<file path="src/rtl/bcd_pkg.sv">
// Shared definitions for the BCD <-> binary conversion blocks: digit width,
// largest legal decimal digit, and the converter state encoding.
package bcd_pkg;

    // One packed BCD digit is a nibble.
    localparam int DIGIT_W = 4;

    // Largest legal decimal digit; anything above is an illegal BCD code.
    localparam logic [DIGIT_W-1:0] MAX_DIGIT = 4'd9;

    // Converter states. IDLE accepts an operand, CONV walks the digits,
    // DONE presents the result until the consumer takes it.
    typedef enum logic [1:0] {
        IDLE = 2'd0,
        CONV = 2'd1,
        DONE = 2'd2
    } state_e;

    // True when a nibble is not a decimal digit (10..15).
    function automatic logic is_bad_digit(input logic [DIGIT_W-1:0] d);
        return (d > MAX_DIGIT);
    endfunction

endpackage : bcd_pkg

</file>
<file path="src/rtl/bcd_mac10.sv">
// Combinational multiply-by-ten-and-add step for decimal to binary
// conversion. The product is formed as (acc<<3)+(acc<<1) in a widened
// datapath so the overflow out of BIN_W bits is never lost, and the result
// saturates to all-ones whenever it does not fit.
module bcd_mac10
    import bcd_pkg::*;
#(
    parameter int BIN_W = 32
) (
    input  logic [BIN_W-1:0]   i_acc,
    input  logic [DIGIT_W-1:0] i_d,
    output logic [BIN_W-1:0]   o_next_acc,
    output logic               o_ovf,
    output logic               o_bad_digit
);

    // Four extra bits hold acc*10 + 15 without wrap-around.
    localparam int EXT_W = BIN_W + DIGIT_W;

    logic [EXT_W-1:0] w_acc_ext;
    logic [EXT_W-1:0] w_x8;
    logic [EXT_W-1:0] w_x2;
    logic [EXT_W-1:0] w_x10;
    logic [EXT_W-1:0] w_d_ext;
    logic [EXT_W-1:0] w_sum;

    // Shift-and-add product plus the incoming digit, then saturation.
    always_comb begin
        w_acc_ext   = {{DIGIT_W{1'b0}}, i_acc};
        w_x8        = w_acc_ext << 3;
        w_x2        = w_acc_ext << 1;
        w_x10       = w_x8 + w_x2;
        w_d_ext     = {{BIN_W{1'b0}}, i_d};
        w_sum       = w_x10 + w_d_ext;
        o_ovf       = |w_sum[EXT_W-1:BIN_W];
        o_next_acc  = o_ovf ? {BIN_W{1'b1}} : w_sum[BIN_W-1:0];
        // Illegal digits are flagged but still fed into the arithmetic.
        o_bad_digit = is_bad_digit(i_d);
    end

endmodule : bcd_mac10

</file>
<file path="src/rtl/bcd_to_binary_seq.sv">
// Sequential packed-BCD to unsigned binary converter.
// Handshake: a transfer happens on a rising clk edge where valid and ready
// are both high; the producer holds data stable while valid is high and
// not yet accepted. in_ready depends only on state and rst_n, and out_valid
// is a register, so no combinational path exists from in_valid to any
// output or from out_ready to in_ready.
// Digits are consumed most significant first, one per clock, for exactly
// DIGITS cycles regardless of leading zeros. Error flags are sticky for the
// operand being converted and are cleared when the next operand is taken.
module bcd_to_binary_seq
    import bcd_pkg::*;
#(
    parameter int DIGITS = 10,
    parameter int BIN_W  = 32
) (
    input  logic                        clk,
    input  logic                        rst_n,
    input  logic                        in_valid,
    output logic                        in_ready,
    input  logic [DIGIT_W*DIGITS-1:0]   bcd_in,
    output logic                        out_valid,
    input  logic                        out_ready,
    output logic [BIN_W-1:0]            bin_out,
    output logic                        err_digit,
    output logic                        err_ovf,
    output logic                        busy
);

    localparam int OP_W  = DIGIT_W * DIGITS;
    localparam int CNT_W = $clog2(DIGITS + 1);

    // Count value while the last digit is being processed.
    localparam logic [CNT_W-1:0] LAST_CNT = CNT_W'(DIGITS - 1);

    // State and datapath registers.
    state_e             r_state;
    logic [OP_W-1:0]    r_shreg;
    logic [BIN_W-1:0]   r_acc;
    logic [CNT_W-1:0]   r_cnt;
    logic               r_err_digit;
    logic               r_err_ovf;
    logic [BIN_W-1:0]   r_bin_out;
    logic               r_out_valid;

    // Per-cycle datapath values.
    logic [DIGIT_W-1:0] w_digit;
    logic [BIN_W-1:0]   w_next_acc;
    logic               w_step_ovf;
    logic               w_step_bad;
    logic               w_err_digit_nxt;
    logic               w_err_ovf_nxt;
    logic               w_last;
    logic               w_accept;
    logic               w_release;
    logic [BIN_W-1:0]   w_result;

    // The digit under conversion is always the top nibble of the shift
    // register; shifting left by one nibble exposes the next one.
    assign w_digit = r_shreg[OP_W-1 -: DIGIT_W];

    bcd_mac10 #(
        .BIN_W       (BIN_W)
    ) u_mac10 (
        .i_acc       (r_acc),
        .i_d         (w_digit),
        .o_next_acc  (w_next_acc),
        .o_ovf       (w_step_ovf),
        .o_bad_digit (w_step_bad)
    );

    // Handshake qualifiers and the final-result selection.
    always_comb begin
        w_accept        = in_valid && in_ready;
        w_release       = r_out_valid && out_ready;
        w_last          = (r_cnt == LAST_CNT);
        w_err_digit_nxt = r_err_digit || w_step_bad;
        w_err_ovf_nxt   = r_err_ovf || w_step_ovf;
        // An illegal digit makes the number meaningless, so it wins over
        // overflow and forces zero; overflow alone reports saturation.
        if (w_err_digit_nxt) begin
            w_result = '0;
        end else if (w_err_ovf_nxt) begin
            w_result = {BIN_W{1'b1}};
        end else begin
            w_result = w_next_acc;
        end
    end

    // Converter FSM with shift register, digit counter, flags and the
    // registered result; reset aborts any conversion in flight.
    always_ff @(posedge clk) begin
        if (!rst_n) begin
            r_state     <= IDLE;
            r_shreg     <= '0;
            r_acc       <= '0;
            r_cnt       <= '0;
            r_err_digit <= 1'b0;
            r_err_ovf   <= 1'b0;
            r_bin_out   <= '0;
            r_out_valid <= 1'b0;
        end else begin
            case (r_state)
                IDLE: begin
                    if (w_accept) begin
                        r_shreg     <= bcd_in;
                        r_acc       <= '0;
                        r_cnt       <= '0;
                        r_err_digit <= 1'b0;
                        r_err_ovf   <= 1'b0;
                        r_state     <= CONV;
                    end
                end
                CONV: begin
                    r_acc       <= w_next_acc;
                    r_shreg     <= r_shreg << DIGIT_W;
                    r_cnt       <= r_cnt + 1'b1;
                    r_err_digit <= w_err_digit_nxt;
                    r_err_ovf   <= w_err_ovf_nxt;
                    if (w_last) begin
                        r_bin_out   <= w_result;
                        r_out_valid <= 1'b1;
                        r_state     <= DONE;
                    end
                end
                DONE: begin
                    if (w_release) begin
                        r_out_valid <= 1'b0;
                        r_state     <= IDLE;
                    end
                end
                default: begin
                    r_out_valid <= 1'b0;
                    r_state     <= IDLE;
                end
            endcase
        end
    end

    // Ready is withheld while reset is asserted even though the state is
    // about to become IDLE, so nothing can be taken during reset.
    assign in_ready  = rst_n && (r_state == IDLE);
    assign busy      = (r_state != IDLE);
    assign out_valid = r_out_valid;
    assign bin_out   = r_bin_out;
    assign err_digit = r_err_digit;
    assign err_ovf   = r_err_ovf;

    // Structural invariants: a result is only presented from DONE, and the
    // digit counter never runs past the last digit.
    always_ff @(posedge clk) begin
        if (rst_n) begin
            assert (!r_out_valid || (r_state == DONE))
                else $error("out_valid outside DONE");
            assert ((r_state != DONE) || r_out_valid)
                else $error("DONE without out_valid");
            assert ((r_state != CONV) || (r_cnt <= LAST_CNT))
                else $error("digit counter overrun");
        end
    end

endmodule : bcd_to_binary_seq
</file>
<file path="config.mk">
export PLATFORM = sky130hd
export DESIGN_NAME = bcd_to_binary_seq
export DESIGN_NICKNAME = d
export VERILOG_FILES = /design/src/rtl/bcd_pkg.sv /design/src/rtl/bcd_mac10.sv /design/src/rtl/bcd_to_binary_seq.sv
export SDC_FILE = /design/constraint.sdc
export NUM_CORES = 1
export LEC_CHECK = 0
export BUFFER_PORTS_ARGS = -buffer_cell sky130_fd_sc_hd__buf_2
export CAP_MARGIN = 0
export CORE_AREA = 2 2 175 91
export CTS_CLUSTER_DIAMETER = 40
export DETAILED_ROUTE_END_ITERATION = 12
export DIE_AREA = 0 0 177 93
export SKIP_LAST_GASP = 1
export SLEW_MARGIN = 20
export SYNTH_ARGS = -nofsm -noshare
export SYNTH_HDL_FRONTEND = slang
export SYNTH_SLANG_ARGS = --single-unit
</file>
<file path="constraint.sdc">
create_clock -name clk -period 4.35 [get_ports clk]
set_input_delay 1.305 -clock clk [delete_from_list [all_inputs] [get_ports clk]]
set_output_delay 1.305 -clock clk [all_outputs]
set_load 0.02 [all_outputs]
</file>
==> results of run 1 <==
## worst max-delay path, cell delays in order, from the launching register on
cell      delay [ns]
dfxtp_1         0.34
fa_1            0.57
inv_1           0.07
fa_1            0.44
nand2b_1        0.19
a21oi_1         0.25
o21ai_0         0.21
a211oi_2        0.30
a21oi_1         0.22
a31oi_1         0.27
mux2i_2         0.47
buf_4           0.28
buf_4           0.15
nor4_1          0.05
nor3_1          0.18
## cells in the mapped netlist, types with 2 or more instances
cell	count
ha_1	65
a311oi_1	18
o31ai_1	2
a211oi_1	46
xnor2_1	16
and2_1	4
nor2b_1	6
o21ai_0	44
xor2_1	12
nand2_1	48
nand4_1	12
o21ai_1	10
o21bai_1	4
nand2b_1	5
nor4_1	23
mux2i_1	41
nand3_1	9
buf_2	13
inv_1	12
clkbuf_1	41
a41o_1	2
o211ai_1	7
and4b_1	2
a31oi_1	22
a21o_1	6
nor2_1	81
dfxtp_1	113
a21oi_1	78
buf_1	4
fa_1	2
o21a_1	5
nor3_1	14
buf_6	3
a21boi_0	2
a32oi_1	2
## cells by family after synthesis
logic type               after synthesis  share of synthesized area (%)
XOR/XNOR                              28                          3.685
AND/OR/NAND/NOR                      209                          14.61
buffers and inverters                 73                          4.700
multiplexers                          41                          6.167
flip-flops                           113                          33.99
AO/OA/AOI/OAI                        255                          24.03
adder cells (fa/ha/maj)               67                          12.82
## report_power, final
group          internal [mW]  total [mW]  switching, mW  leakage [nW]
Sequential              1.10        1.16         0.0610         0.927
Combinational          0.285       0.810          0.525          2.37
Clock                  0.881        1.43          0.545         0.279
Total                   2.27        3.40           1.13          3.57
## state kept, by name (all words and copies together) (netlist names)
signal / flops
out_valid: 1
r_acc: 32
r_cnt: 4
bin_out: 32
err_digit: 1
err_ovf: 1
r_state: 2
r_shreg: 40
## layout make-up
type | count | area share [%]
clock buffer | 19 | 5.816
timing repair buffer | 94 | 6.652
sequential | 113 | 29.05
multi-input combinational | 600 | 52.70
clock inverter | 13 | 1.928
inverter | 12 | 0.5784
tap | 204 | 3.278
## worst min-delay path by stage
stage / end / slack (ns)
6_report: bin_out[11] / 0.45
5_1_grt: r_cnt[3] / 0.48
2_1_floorplan: r_cnt[3] / 0.42
3_5_place_dp: bin_out[11] / 0.44
3_3_place_gp: r_cnt[3] / 0.44
4_1_cts: bin_out[11] / 0.45
## metal layers
layer	wire, um	global-route usage, %	vias to the layer above
met5	0	0	-
met1	10720	41.17	3000
met3	2012	7.520	13
met2	7631	31.58	250
met4	126	5.028	0
li1	-	-	3030
## metrics by stage
stage	util, %	instances	hold slack [ns]	setup WS (ns)	cell area [sq um]
final	51.87	1055	0.4451	0.2534	7787
after global routing	51.87	1055	0.4800	0.01866	7787
after CTS	51.73	1054	0.4500	0.3158	7767
after detailed placement	47.72	1022	0.4436	0.3644	7164
after global placement	47.70	1022	0.4399	0.5332	7162
after floorplan	-	786	0.4232	0.9888	6655
==> metrics.sh, run 1 <==
DETAIL_ROUTE.WL_PER_CELL_UM=19.43
CRITPATHARRIVALTIME_NS=4.43
LAYOUT-DRIVE-GT1-SHARE_PCT=16.33
SYNTH_ENABLE_FLOP_CELLS=0
WORST_PIN_SLEW_NS=0.9478
REGTOREGSETUPSLACK_NS=0.25
PRE_REPAIR_DR_ITERATION_COUNT=5
SYNTH.YOSYS.WARNINGS=0
POSTSYNTH.ASYNCRESETSHARE_PCT=0
DETAIL_ROUTE.DRC_VIOLATIONS=0
TIMING.FINAL.SETUP_VIOLATIONS=0
CTSLONGESTPATHBUFFERS=2
TIMING.CLOCK.SKEW_NS=0.009673
AREA_DELTA_SYNTH_FINAL_PCT=17.01
FINAL_ANTENNA_NET_COUNT=0
CRIT_PATH_MAX_FANOUT=12
CORE_AREA_SQ_UM=15010
SYNTHDISTINCTLIBCELLS=47
TOTAL_LEAKAGE_POWER_nW=3.575
POST_SYNTH_MAIN_AREA_CONTRIBUTORS='dfxtp_1 34%, ha_1 12%, mux2i_1 6.2%'
SYNTH-SEQ-AREA-SHARE_PCT=33.99
GRT_FIRST_PASS_WIRELENGTH_UM=32320
CTS_HOLD_BUF=0
FINALCRITPERIODSHARE_PCT=94.17
SYNTH.NET_COUNT=897
GR-TOTAL-OVERFLOW=0
MAX-VDD-IR-DROP_mV=0.3259
GRT_ANTENNA_BEFORE_REPAIR=0
TIMING.HOLD.WORST.START='bin_out[11]'
SYNTH_FLOP_CELL='dfxtp_1'
RR_ENDPOINT='r_acc[16]'
GRT_SETUP_UNREPAIRED='no'
POST-ROUTE-MIN-PERIOD_NS=4.097
VIA_COUNT_OF_THE_FIRST_GLOBAL_ROUTING_PASS=5754
LAYOUT.FILLER_CELLS=1405
CTS_BUFFERS=17
GRT.TOTAL_USAGE_PCT=25.43
SYN-CELL-AREA_SQ_UM=6655
INITIAL_UTILIZATION_PCT=44.33
NUMBER_OF_VIOLATIONS_REPORTED_AT_THE_END_OF_DETAILED_ROUTING_ITERATION_0=613
STARTPOINT_TYPE='flop'
POST-LAYOUT-TOTAL-POWER_mW=3.399
HIGHEST_COUNT_CELLS_IN_THE_LAYOUT_IGNORING_FILL_AND_TAPS='113 x dfxtp_1, 80 x nor2_1, 80 x buf_2'
CLOCKROOTBUFFER='clkbuf_16'
SLEW_VIOLATIONS=0
WORSTSETUPPATHTYPE='reg2reg'
MAX_SLEW_MARGIN_PCT=36.81
ROUTED_WIRELENGTH_UM=20490
YS_FF_LATCH=113
ROUTED-VIA-COUNT=6293
CP-END-KIND='flop'
STARTPOINT='r_shreg[39]'
REGAREA_SQ_UM=2262
CTS_REPAIR_RESIZE_COUNT=0
CP.REQUIRED_NS=4.68
NETLIST.TOP_CELL.BY_AREA='dfxtp_1'
PORT_BUFFERS=80
NUM-NETS-FINAL=949
MAXCLOCKFREQUENCY_MHz=244.1
OUTCOME='finished, final reports clean'
HOLDCRITPATHCLASS='reg2reg'
COUNT_OF_MAXIMUM_CAPACITANCE_VIOLATIONS=0
CTS_TREE='built'
DIEAREA_SQ_UM=16460
POSTSYNTHCELLCOUNT=786
IOS=81
SYNTH.AVG_CELL_AREA_SQ_UM=8.467
MIN_DELAY_PATH_DEPTH=2
ANTENNA_CELLS=0
CTS_SETUP_BUFFERS=0
FINALWEIGHTEDCONGESTION=0.9819
GRT_START_MAX_NET_PINS=57
CLOCK_SINK_COUNT=113
CLKSLEWWORSTSETUPHOLDPATHS_NS=0.06
FP.DIEH_UM=93
HOLD_VIOLATIONS_FINAL=0
TIMING.SETUP.TNS_NS=0
ROWS=32
POWERDENSITY_nW_PER_UM2=436.5
WORST_SKEW_PAIR.LATE_LATENCY_NS=0.42
MULTI_INPUT_AREA_SQ_UM=4104
TIMING.REG2REG.WORST_PATH_DEPTH=14
AVGVIACOUNTPERCELL=5.965
CRIT_END='r_acc[16]'
DIE_WIDTH_UM=177
R2R-START='r_shreg[39]'
HPWL_UM=15170
LAYOUT.CELLS.MOST_COMMON='dfxtp_1'
SYNTH.TOP_CELL.AREA_SHARE_PCT=33.99
HTREE_LEVELS=4
Power figures use the tool's default switching activity.
==> run 2, diff against run 1 <==
--- a/config.mk
+++ b/config.mk
@@ -11,6 +11,8 @@
 export CTS_CLUSTER_DIAMETER = 40
 export DETAILED_ROUTE_END_ITERATION = 12
 export DIE_AREA = 0 0 177 93
+export MAX_ROUTING_LAYER = met4
+export PLACE_DENSITY = 0.69
 export SKIP_LAST_GASP = 1
 export SLEW_MARGIN = 20
 export SYNTH_ARGS = -nofsm -noshare
==> run 2 against run 1 <==
  * Sequential power about the same
  * Die area unchanged
  * Highest routed layer unchanged
  * Global-route usage fell by 0.64 points
  * Largest power group unchanged
  * Clock power barely moved
  * Critical path depth unchanged
==> metrics.sh, run 2 (synthesis results as in run 1) <==
DETAIL_ROUTE.DRC_VIOLATIONS=0
MIN_DELAY_PATH_DEPTH=2
AREA_DELTA_SYNTH_FINAL_PCT=16.79
R2R-START='r_shreg[39]'
AVGVIACOUNTPERCELL=5.850
GRT_FIRST_PASS_WIRELENGTH_UM=30570
GRT.TOTAL_USAGE_PCT=24.79
LAYOUT.FILLER_CELLS=1432
STARTPOINT_TYPE='flop'
CRIT_PATH_MAX_FANOUT=26
MULTI_INPUT_AREA_SQ_UM=4101
FINALCRITPERIODSHARE_PCT=92.84
ROWS=32
OUTCOME='finished, final reports clean'
MAXCLOCKFREQUENCY_MHz=247.6
ANTENNA_CELLS=0
LAYOUT.CELLS.MOST_COMMON='dfxtp_1'
POST-LAYOUT-TOTAL-POWER_mW=3.392
TIMING.SETUP.TNS_NS=0
GRT_ANTENNA_BEFORE_REPAIR=0
ROUTED_WIRELENGTH_UM=19700
RR_ENDPOINT='r_acc[26]'
WORST_PIN_SLEW_NS=1.039
CELL_COUNT_FINAL_FILLERS_OUT=1055
STARTPOINT='r_shreg[39]'
GRT_START_MAX_NET_PINS=54
SLEW_VIOLATIONS=0
PRE_REPAIR_DR_ITERATION_COUNT=5
WORST_SKEW_PAIR.LATE_LATENCY_NS=0.41
HPWL_UM=14390
HOLD_VIOLATIONS_FINAL=0
CP-END-KIND='flop'
LAYOUT-DRIVE-GT1-SHARE_PCT=16.22
CTSLONGESTPATHBUFFERS=2
FINAL_ANTENNA_NET_COUNT=0
FP.DIEH_UM=93
CTS_HOLD_BUF=0
CP.REQUIRED_NS=4.66
WORST_HOLD_PATH.ENDPOINT='bin_out[23]'
TIMING.CLOCK.SKEW_NS=0.008750
TIMING.REG2REG.WORST_PATH_DEPTH=14
CTS_BUFFERS=17
DIE_WIDTH_UM=177
WORSTSETUPPATHTYPE='reg2reg'
NUM-NETS-FINAL=949
CTS_SETUP_BUFFERS=0
PORT_BUFFERS=80
NUMBER_OF_VIOLATIONS_REPORTED_AT_THE_END_OF_DETAILED_ROUTING_ITERATION_0=645
CRITPATHARRIVALTIME_NS=4.35
LARGEST_REGISTER='r_shreg'
POST-ROUTE-MIN-PERIOD_NS=4.039
TOTAL_LEAKAGE_POWER_nW=3.583
GRT_SETUP_UNREPAIRED='no'
PLACED_CELLS=1023
LARGEST_REGISTER_FF_COUNT=40
CLKSLEWWORSTSETUPHOLDPATHS_NS=0.06
REGTOREGSETUPSLACK_NS=0.31
CLOCK_SINK_COUNT=113
TIMING.FINAL.SETUP_VIOLATIONS=0
DETAIL_ROUTE.WL_PER_CELL_UM=18.67
COUNT_OF_MAXIMUM_CAPACITANCE_VIOLATIONS=0
POWERDENSITY_nW_PER_UM2=436.5
MAX_SLEW_MARGIN_PCT=30.76
HTREE_LEVELS=4
CTS_TREE='built'
MAX-VDD-IR-DROP_mV=0.2970
CLOCKROOTBUFFER='clkbuf_16'
TIMING.HOLD.WORST.START='bin_out[23]'
HIGHEST_COUNT_CELLS_IN_THE_LAYOUT_IGNORING_FILL_AND_TAPS='113 x dfxtp_1, 81 x nor2_1, 80 x buf_2'
GR-TOTAL-OVERFLOW=0
INITIAL_UTILIZATION_PCT=44.33
IOS=81
REGAREA_SQ_UM=2262
ROUTED-VIA-COUNT=6172
DIEAREA_SQ_UM=16460
CORE_AREA_SQ_UM=15010
CTS_REPAIR_RESIZE_COUNT=0
HOLDCRITPATHCLASS='reg2reg'
VIA_COUNT_OF_THE_FIRST_GLOBAL_ROUTING_PASS=5417
FINALWEIGHTEDCONGESTION=0.9944
-- run 2: cell count changes in the layout (fill, tap and decap cells not counted), sizes merged --
cell	previous run	this run
clkinvlp	5	2
clkinv	2	5
-- run 2: area by class of cell --
class | instances | area share, %
Inverter | 12 | 0.5795
Timing Repair Buffer | 94 | 6.504
Sequential cell | 113 | 29.10
Clock inverter | 13 | 1.932
Tap cell | 204 | 3.284
Clock buffer | 19 | 5.827
Multi-Input combinational cell | 600 | 52.77
-- run 2: where the power goes --
group	switching [mW]	internal, mW	total, mW
combinational	0.518	0.280	0.798
clock	0.542	0.883	1.42
sequential	0.0676	1.10	1.17
-- run 2: how the worst max path moves through the flow --
| stage | end | slack (ns) | cells after the start |
|---|---|---|---|
| final | r_acc[26] | 0.31 | 14 |
| after global routing | r_acc[29] | 0.05 | 14 |
| after CTS | r_acc[26] | 0.35 | 14 |
| after detailed placement | r_acc[26] | 0.41 | 14 |
| after global placement | r_acc[3] | 0.62 | 14 |
| after floorplan | r_acc[11] | 0.99 | 13 |
-- run 2: worst max-delay path, cell delays in order, from the launching register on --
cell and delay, ns:
dfxtp_1 0.34, fa_1 0.58, inv_1 0.07, fa_1 0.44
nand2b_1 0.18, a21oi_1 0.22, o21ai_0 0.20, a211oi_2 0.38
a21oi_1 0.20, a31oi_1 0.28, mux2i_2 0.27, buf_4 0.19
nor2_2 0.05, buf_4 0.23, a311oi_1 0.30
-- run 2: per-layer routing --
layer | vias up | global-route usage [%] | wire length, um
met5 | - | - | 0
met3 | 13 | 11.22 | 2594
met1 | 2861 | 39.05 | 10330
met2 | 267 | 27.40 | 6683
li1 | 3031 | - | -
met4 | 0 | 3.099 | 95
-- run 2: per-stage QoR --
step                      cell area [sq um]  util [%]  hold slack (ns)  worst slack (ns)
final                                  7772     51.77           0.4451            0.3113
after global routing                   7772     51.77           0.4779           0.04522
after CTS                              7772     51.77           0.4490            0.3514
after detailed placement               7169     47.75           0.4408            0.4066
after global placement                 7169     47.75           0.4374            0.6165
after floorplan                        6655         -           0.4232            0.9888
==> run 3, diff against run 2 <==
--- a/config.mk
+++ b/config.mk
@@ -7,12 +7,13 @@
 export LEC_CHECK = 0
 export BUFFER_PORTS_ARGS = -buffer_cell sky130_fd_sc_hd__buf_2
 export CAP_MARGIN = 0
-export CORE_AREA = 2 2 175 91
+export CORE_AREA = 2 2 186 97
+export CTS_BUF_LIST = sky130_fd_sc_hd__clkbuf_8 sky130_fd_sc_hd__clkbuf_16
 export CTS_CLUSTER_DIAMETER = 40
 export DETAILED_ROUTE_END_ITERATION = 12
-export DIE_AREA = 0 0 177 93
+export DIE_AREA = 0 0 188 99
 export MAX_ROUTING_LAYER = met4
-export PLACE_DENSITY = 0.69
+export PLACE_DENSITY = 0.63
 export SKIP_LAST_GASP = 1
 export SLEW_MARGIN = 20
 export SYNTH_ARGS = -nofsm -noshare
==> run 3 against run 2 <==
  * Register-to-register slack improved by 0.03 ns
  * Setup slack better by 0.033 ns
  * Flip-flop and latch count is the same
  * Critical path type unchanged
  * Largest cell class unchanged
  * Largest power group unchanged
==> metrics.sh, run 3 (synthesis results as in run 1) <==
CP_CELL_SEQUENCE='fa_1, inv_1, fa_1, nand2b_1, a21oi_1, o21ai_0, a211oi_2, a21oi_1, a31oi_1, mux2i_2, buf_4, nor2_2, buf_4, a311oi_1'
DIEAREA_SQ_UM=18610
CTSLONGESTPATHBUFFERS=2
MAX_STAGE_DELAY_NS=0.58
TIMING.REG2REG.WORST_PATH_DEPTH=14
MAX-VDD-IR-DROP_mV=0.2451
CP.BUFFERS_INVERTERS=3
CTS_BUFFERS=17
POWERDENSITY_nW_PER_UM2=438.1
MIN_DELAY_PATH_DEPTH=2
WORST_HOLD_PATH.ENDPOINT='bin_out[16]'
TOTAL_LEAKAGE_POWER_nW=3.608
CP.REQUIRED_NS=4.67
REGTOREGSETUPSLACK_NS=0.34
DETAIL_ROUTE.DRC_VIOLATIONS=0
GR-TOTAL-OVERFLOW=0
CLOCKROOTBUFFER='clkbuf_16'
WORST_SKEW_PAIR.LATE_LATENCY_NS=0.42
LARGEST_REGISTER_FF_COUNT=40
STARTPOINT_TYPE='flop'
GRT_ANTENNA_BEFORE_REPAIR=0
GRT_SETUP_UNREPAIRED='no'
HPWL_UM=14640
IOS=81
HIGHEST_COUNT_CELLS_IN_THE_LAYOUT_IGNORING_FILL_AND_TAPS='113 x dfxtp_1, 81 x nor2_1, 80 x buf_2'
POST-ROUTE-MIN-PERIOD_NS=4.006
WORSTSETUPPATHTYPE='reg2reg'
NUMBER_OF_VIOLATIONS_REPORTED_AT_THE_END_OF_DETAILED_ROUTING_ITERATION_0=563
LAYOUT.CELLS.MOST_COMMON='dfxtp_1'
FINAL_ANTENNA_NET_COUNT=0
CTS_TREE='built'
LAYOUT.FILLER_CELLS=1667
INITIAL_UTILIZATION_PCT=39.21
DETAIL_ROUTE.WL_PER_CELL_UM=18.72
GRT.TOTAL_USAGE_PCT=23.02
AREA_DELTA_SYNTH_FINAL_PCT=17.73
HTREE_LEVELS=4
AVGVIACOUNTPERCELL=5.699
TIMING.FINAL.SETUP_VIOLATIONS=0
CP-END-KIND='flop'
FINALHOLDWORSTSLACK_NS=0.4443
GRT_START_MAX_NET_PINS=50
CLOCK_SINK_COUNT=113
WORST_PIN_SLEW_NS=1.031
LAYOUT-DRIVE-GT1-SHARE_PCT=15.98
FINALWEIGHTEDCONGESTION=0.9767
POST-ROUTE-UTIL_PCT=46.16
CRITPATHARRIVALTIME_NS=4.33
KIND_OF_CELL_WITH_THE_HIGHEST_COMBINED_DELAY_ON_THE_CRITICAL_PATH='compound AO/OA/AOI/OAI gates'
CRIT_PATH_MAX_FANOUT=22
SLEW_VIOLATIONS=0
CLKSLEWWORSTSETUPHOLDPATHS_NS=0.06
RR_ENDPOINT='r_acc[20]'
LARGEST_REGISTER='r_shreg'
FP.DIEH_UM=99
TIMING.CLOCK.SKEW_NS=0.009796
VIA_COUNT_OF_THE_FIRST_GLOBAL_ROUTING_PASS=5519
CRIT_PATH_MAX_DELAY_CELL_TYPE='fa_1'
TIMING.HOLD.WORST.START='bin_out[16]'
CTS_HOLD_BUF=0
FINALCRITPERIODSHARE_PCT=92.09
TIMING.SETUP.TNS_NS=0
DIE_WIDTH_UM=188
HOLDCRITPATHCLASS='reg2reg'
OUTCOME='finished, final reports clean'
COUNT_OF_MAXIMUM_CAPACITANCE_VIOLATIONS=0
MAX_SLEW_MARGIN_PCT=31.05
CTS_REPAIR_RESIZE_COUNT=0
ANTENNA_CELLS=0
HOLD_VIOLATIONS_FINAL=0
CORE_AREA_SQ_UM=16970
GRT_FIRST_PASS_WIRELENGTH_UM=32080
NUM-NETS-FINAL=949
PRE_REPAIR_DR_ITERATION_COUNT=5
MAXCLOCKFREQUENCY_MHz=249.6
CTS_SETUP_BUFFERS=0
ROUTED-VIA-COUNT=6183
ROWS=34
R2R-START='r_shreg[39]'
PORT_BUFFERS=80
ROUTED_WIRELENGTH_UM=20310
-- run 3: area by class of cell --
type / instances / area, sq um / share of cell area [%]
Clock buffer: 18 / 439.2 / 5.605
Clock inverter: 14 / 163.9 / 2.092
Inverter: 12 / 45.04 / 0.5749
Multi-Input combinational cell: 600 / 4101 / 52.35
Sequential cell: 113 / 2262 / 28.87
Tap cell: 234 / 292.8 / 3.737
Timing Repair Buffer: 94 / 530.5 / 6.771
-- run 3: per-layer routing --
| layer | vias up | GRT usage (%) | part of all wire [%] |
|---|---|---|---|
| met4 | 0 | 3.816 | 0.61 |
| met3 | 16 | 8.298 | 10 |
| met1 | 2881 | 37.20 | 55 |
| li1 | 3027 | - | - |
| met5 | - | - | 0 |
| met2 | 259 | 25.26 | 34 |
-- run 3: report_power, final --
| group | internal (mW) | switching, mW |
|---|---|---|
| logic | 0.284 | 0.542 |
| registers | 1.10 | 0.0587 |
| clock network | 0.914 | 0.533 |
| total | 2.30 | 1.13 |
-- run 3: tightest hold or removal path: cells and delay by family, from the launching register on --
family	cells	cell delay, ns
AOI/OAI and AO/OA	1	0.05
and+or+nand+nor	1	0.04
DFF	1	0.30
-- run 3: per-stage QoR --
step,worst slack [ns],std cells,power (mW),area [sq um]
2_1_floorplan,0.9888,786,1.746,6655
3_3_place_gp,0.5704,1053,1.975,7232
3_5_place_dp,0.3974,1053,1.975,7232
4_1_cts,0.3835,1085,3.430,7835
5_1_grt,0.06983,1085,3.595,7835
6_report,0.3442,1085,3.433,7835
-- run 3: worst max path at each step --
stage | from | end | slack (ns) | depth (start not counted)
floorplan | r_shreg[39] | r_acc[11] | 0.99 | 13
global placement | r_shreg[39] | r_acc[18] | 0.57 | 14
detailed placement | r_shreg[39] | r_acc[20] | 0.40 | 14
CTS | r_shreg[39] | r_acc[20] | 0.38 | 14
global route | r_shreg[39] | r_acc[10] | 0.07 | 14
finish | r_shreg[39] | r_acc[20] | 0.34 | 14
